File: config.mk
export PLATFORM = sky130hd
export DESIGN_NAME = neopixel_frame_scheduler
export DESIGN_NICKNAME = d
export VERILOG_FILES = /design/src/rtl/neopixel_pkg.sv /design/src/rtl/neopixel_pixel_buffer.sv /design/src/rtl/neopixel_frame_scheduler.sv
export SDC_FILE = /design/constraint.sdc
export NUM_CORES = 1
export LEC_CHECK = 0
export BUFFER_PORTS_ARGS = -buffer_cell sky130_fd_sc_hd__buf_2
export CAP_MARGIN = 30
export CORE_MARGIN = 2
export CORE_UTILIZATION = 60
export CTS_CLUSTER_DIAMETER = 100
export CTS_CLUSTER_SIZE = 8
export DETAILED_ROUTE_END_ITERATION = 10
export GPL_TIMING_DRIVEN = 0
export PLACE_DENSITY = 0.8
export SYNTH_ARGS = -nofsm -noshare
export SYNTH_HDL_FRONTEND = slang
export SYNTH_HIERARCHICAL = 1
export SYNTH_SLANG_ARGS = --single-unit
File: constraint.sdc
create_clock -name clk -period 4.3 [get_ports clk]
set_input_delay 0.215 -clock clk [delete_from_list [all_inputs] [get_ports clk]]
set_output_delay 0.215 -clock clk [all_outputs]
set_load 0.02 [all_outputs]
File: src/rtl/neopixel_pkg.sv
// Shared types and constants for the NeoPixel frame path.
// Pixels are GRB with green in the top byte.
package neopixel_pkg;

  typedef logic [23:0] pixel_t;

  typedef enum logic [1:0] {
    IDLE  = 2'd0,
    SEND  = 2'd1,
    DRAIN = 2'd2,
    LATCH = 2'd3
  } sched_state_t;

  localparam int WS2812_LATCH_US = 50;
  localparam int CORE_CLK_MHZ    = 100;

  // Pixel index width; a single-pixel chain still needs one address bit.
  function automatic int idx_w(input int n);
    return (n > 1) ? $clog2(n) : 1;
  endfunction

endpackage

File: src/rtl/neopixel_pixel_buffer.sv
// Double-banked pixel store: writes land in the back bank, reads come combinationally
// from the front bank; swap exchanges the two roles on the next clock.
module neopixel_pixel_buffer
  import neopixel_pkg::*;
#(
  parameter int NUM_PIXELS = 3,
  parameter int IDX_W      = idx_w(NUM_PIXELS)
) (
  input  logic             clk,
  input  logic             reset,
  input  logic             swap,
  input  logic             wr_en,
  input  logic [IDX_W-1:0] wr_addr,
  input  pixel_t           wr_data,
  input  logic [IDX_W-1:0] rd_idx,
  output pixel_t           rd_data,
  output logic             rd_bank
);

  pixel_t bank [2][NUM_PIXELS];

  always_ff @(posedge clk or negedge reset) begin
    if (!reset) begin
      rd_bank <= 1'b0;
      for (int b = 0; b < 2; b++) begin
        for (int p = 0; p < NUM_PIXELS; p++) begin
          bank[b][p] <= '0;
        end
      end
    end else begin
      if (swap) begin
        rd_bank <= ~rd_bank;
      end
      // Addresses past the end of the chain are silently dropped.
      if (wr_en && (int'(wr_addr) < NUM_PIXELS)) begin
        bank[~rd_bank][wr_addr] <= wr_data;
      end
    end
  end

  always_comb begin
    rd_data = '0;
    if (int'(rd_idx) < NUM_PIXELS) begin
      rd_data = bank[rd_bank][rd_idx];
    end
  end

endmodule

File: src/rtl/neopixel_frame_scheduler.sv
// Streams double-buffered frames to the serializer one pixel per accepted handshake,
// then waits for serializer idle and a fixed latch gap before the next frame may start.
module neopixel_frame_scheduler
  import neopixel_pkg::*;
#(
  parameter int NUM_PIXELS   = 3,
  parameter int LATCH_CYCLES = WS2812_LATCH_US * CORE_CLK_MHZ
) (
  input  logic                         clk,
  input  logic                         reset,
  input  logic                         wr_en,
  input  logic [idx_w(NUM_PIXELS)-1:0] wr_addr,
  input  logic [23:0]                  wr_data,
  input  logic                         frame_valid,
  output logic                         px_valid,
  output logic [23:0]                  px_data,
  input  logic                         px_ready,
  input  logic                         ser_idle,
  output logic                         flushing,
  output logic                         frame_drop
);

  localparam int IDX_W = idx_w(NUM_PIXELS);
  localparam int CNT_W = $clog2(LATCH_CYCLES + 1);
  localparam logic [IDX_W-1:0] IDX_LAST = IDX_W'(NUM_PIXELS - 1);
  localparam logic [CNT_W-1:0] CNT_LAST = CNT_W'(LATCH_CYCLES - 1);

  sched_state_t     state, state_nxt;
  logic             pending, pending_nxt;
  logic [IDX_W-1:0] idx, idx_nxt;
  logic [CNT_W-1:0] cnt, cnt_nxt;
  logic             swap;
  logic             rd_bank;
  pixel_t           front_px;

  neopixel_pixel_buffer #(
    .NUM_PIXELS (NUM_PIXELS),
    .IDX_W      (IDX_W)
  ) u_buf (
    .clk     (clk),
    .reset   (reset),
    .swap    (swap),
    .wr_en   (wr_en),
    .wr_addr (wr_addr),
    .wr_data (wr_data),
    .rd_idx  (idx),
    .rd_data (front_px),
    .rd_bank (rd_bank)
  );

  always_ff @(posedge clk or negedge reset) begin
    if (!reset) begin
      state      <= IDLE;
      pending    <= 1'b0;
      idx        <= '0;
      cnt        <= '0;
      flushing   <= 1'b0;
      frame_drop <= 1'b0;
    end else begin
      state      <= state_nxt;
      pending    <= pending_nxt;
      idx        <= idx_nxt;
      cnt        <= cnt_nxt;
      flushing   <= (state_nxt != IDLE);
      // A second frame while one is already queued is lost; the queued one is kept.
      frame_drop <= frame_valid && pending;
    end
  end

  always_comb begin
    state_nxt   = state;
    pending_nxt = pending;
    idx_nxt     = idx;
    cnt_nxt     = cnt;
    swap        = 1'b0;

    if (frame_valid && !pending) begin
      pending_nxt = 1'b1;
    end

    case (state)
      IDLE: begin
        if (pending) begin
          swap        = 1'b1;
          pending_nxt = 1'b0;
          idx_nxt     = '0;
          state_nxt   = SEND;
        end
      end
      SEND: begin
        if (px_ready) begin
          if (idx == IDX_LAST) begin
            state_nxt = DRAIN;
          end else begin
            idx_nxt = idx + IDX_W'(1);
          end
        end
      end
      DRAIN: begin
        if (ser_idle) begin
          cnt_nxt   = '0;
          state_nxt = LATCH;
        end
      end
      LATCH: begin
        cnt_nxt = cnt + CNT_W'(1);
        if (cnt == CNT_LAST) begin
          state_nxt = IDLE;
        end
      end
      default: state_nxt = IDLE;
    endcase
  end

  always_comb begin
    px_valid = (state == SEND);
    px_data  = px_valid ? front_px : 24'h0;
  end

endmodule
==> results.yml <==
clock_network:
  clockBufferDepth: 2
  ctsHtreeMaxLevel: 4
  clkLatencyLatePin_ns: 0.42
  clkSinkCount: 165
  cts_resized: 0
  clock-root-buffer: "clkbuf_16"
  numCtsBuffers: 17
  cts_tree: "built"
  path_clk_slew_ns: 0.06
drt:
  drt_iter0_markers: 372
  routedWlPerCell_um: 20.80
  antenna_left: 0
  viasPerCell: 6.082
  firstDrtPassIters: 4
  totalWireLength_mm: 17.45
  post-route-drc-count: 0
  vias: 5103
placement:
  routabilityCongestion: 0.8787
  port_buffers: 57
  place_hpwl_mm: 11.37
setup_path:
  cpMaxStageDelayCell: "clkbuf_1"
  setup.worst_path.end_class: "output pin"
  crit_arrival_ns: 2.73
  critPathLaunchType: "flip-flop"
  crit_path_max_incr_delay_ns: 0.52
  critPathRequiredTime_ns: 4.09
  path_class: "reg -> out"
  cp_max_fo: 10
  crit_chain: "buf_4 -> buf_6 -> nor2_1 -> clkbuf_1 -> nand2_1 -> o221ai_1 -> and2_1 -> buf_2"
sta:
  tightest_slew_ns: 0.7958
  drv_slew: 0
  setup-violations-final: 0
  slew_headroom: 0.4695
  period_share: 0.6845
  fmax_ghz: 0.3397
  tns_ns: 0
  rsz0062_at_grt: "no"
  finalClockSkew_ns: 0.005997
  hold_viol: 0
  fin_crit_ns: 2.943
yosys:
  synth_cells: 578
  synth_seq_cells: 165
  syn_avg_cell_area_um2: 13.56
  synthFlopType: "dfrtp_1"
  syn_nets: 612
  ys_seq_area_frac: 0.5267
  netlist_area_um2: 7840
  async_flop_share: 1.000
  synth_cell_type_count: 50
  ys_warn_count: 6
  synth_enable_flop_cells: 0
global_route:
  antenna_found_initial: 0
  grt_pass1_wl_mm: 28.57
  overflow: 0
  first_global_vias: 5455
  grt_start_max_net_pins: 94
  grtUsageTotal: 0.2642
floorplanning:
  die_area_um2: 14000
  die_h_um: 118.3
  num_io_pins: 59
  coreArea_um2: 12670
  row_count: 41
  die_w_um: 118.3
  start_util: 0.6187
run:
  max-cap-violations: 0
run_status:
  outcome: "complete, no violations"
layout:
  mostFrequentLayoutCell: "mux2_2"
  syn_to_final_growth_pct: 13.58
  nets: 690
  final_cell_mix: "169 x mux2_2, 165 x dfrtp_1, 70 x buf_2, 53 x mux2i_1, 35 x nand2_1"
  diodes: 0
  nFillCells: 888
  drive_gt1_frac: 0.4288
power_and_ir_drop:
  p_per_area_nw_per_um2: 671.3
  total_power_w: 0.005978
  p_leak_nw: 4.041
  ir_drop_v: 0.0003166
hold_path:
  hp-class: "in -> reg"
## sequential cells by signal, summed over array words and instances, names as in the netlist
signal / flops
idx: 2
cnt: 13
pending: 1
u_buf/bank: 144
flushing: 1
u_buf/rd_bank: 1
frame_drop: 1
state: 2
## worst paths after layout
path	start	slack (ns)	cells past startpoint	to
max	u_buf/rd_bank	1.36	8	px_data[3]
min	frame_valid	0.02	2	frame_drop
max reg2reg	u_buf/rd_bank	2.42	4	u_buf/bank[58]
min reg2reg	cnt[12]	0.48	1	cnt[12]
max in group asynchronous	reset	3.07	3	u_buf/bank[142]
min in group asynchronous	reset	0.37	2	u_buf/bank[6]
## cells by family after synthesis
kind of cell             after synthesis  synth area share
multiplexers                         223            0.3118
flip-flops                           165            0.5267
AND/OR/NAND/NOR                      100           0.07740
AO/OA/AOI/OAI                         46           0.04963
buffers and inverters                 41           0.03016
adder cells (fa/ha/maj)                2          0.003191
XOR/XNOR                               1          0.001117
## cells in the mapped netlist (2+ instances only)
| cell type | instances | area [µm²] |
|---|---|---|
| a22o_1 | 5 | 43.79 |
| a31oi_1 | 2 | 12.51 |
| and2_1 | 25 | 156.4 |
| buf_1 | 2 | 7.510 |
| buf_2 | 14 | 70.07 |
| buf_4 | 3 | 22.52 |
| buf_6 | 7 | 78.83 |
| clkbuf_1 | 11 | 41.29 |
| dfrtp_1 | 165 | 4129 |
| ha_1 | 2 | 25.02 |
| inv_1 | 3 | 11.26 |
| mux2_2 | 169 | 1903 |
| mux2i_1 | 53 | 530.5 |
| nand2_1 | 35 | 131.4 |
| nand2b_1 | 2 | 12.51 |
| nand3_1 | 7 | 35.03 |
| nand3b_1 | 2 | 15.01 |
| nand4_1 | 3 | 18.77 |
| nand4b_2 | 2 | 30.03 |
| nor2_1 | 4 | 15.01 |
| nor2b_1 | 3 | 18.77 |
| nor4_1 | 3 | 18.77 |
| nor4bb_1 | 2 | 20.02 |
| o211ai_1 | 3 | 22.52 |
| o221ai_1 | 24 | 210.2 |
| o311ai_0 | 3 | 26.28 |
## where the power goes
group          switching (W)  leakage, nW  internal [W]
combinational       0.000872         1.80       0.00105
clock               0.000565        0.263      0.000787
sequential          0.000411         1.98       0.00229
total                0.00185         4.04       0.00413
## critical path: cells and delay by family (launching register included)
family / cells / cell delay [ns]
AND/OR/NAND/NOR: 3 / 0.77
flip-flops: 1 / 0.36
AO/OA/AOI/OAI: 1 / 0.15
buffers and inverters: 4 / 1.02
## metrics by stage
stage	worst slack, ns	instances	hold slack, ns	instance area [µm²]	utilization
3_3_place_gp	0.7078	807	0.4396	8341	0.6582
2_1_floorplan	2.539	578	-0.08059	7840	-
6_report	1.357	839	0.02087	8905	0.7028
5_1_grt	1.261	839	0.02717	8905	0.7028
4_1_cts	1.367	839	0.006721	8905	0.7028
3_5_place_dp	1.890	808	0.2761	8374	0.6609
## layer usage
metal,vias to the layer above,wire length (µm),global-route usage
li1,2282,-,-
met1,2625,7493,0.3481
met2,156,8574,0.4230
met3,40,940,0.05116
met4,0,444,0.1250
met5,-,0,0
## final cells by class
cell class	instances	area, µm²	share of cell area
Buffer	38	225.2	0.02529
Clock buffer	25	495.5	0.05564
Clock inverter	5	25.02	0.002810
Inverter	3	11.26	0.001265
Multi-Input combinational cell	372	3475	0.3902
Sequential cell	165	4129	0.4637
Tap cell	172	215.2	0.02417
Timing Repair Buffer	59	329.1	0.03695
## timing repair
action	in CTS	in global routing
hold buffers	1	0
hold endpoints to repair	72	0
setup buffers	0	0
No activity file was read; power rests on OpenSTA's default activity.
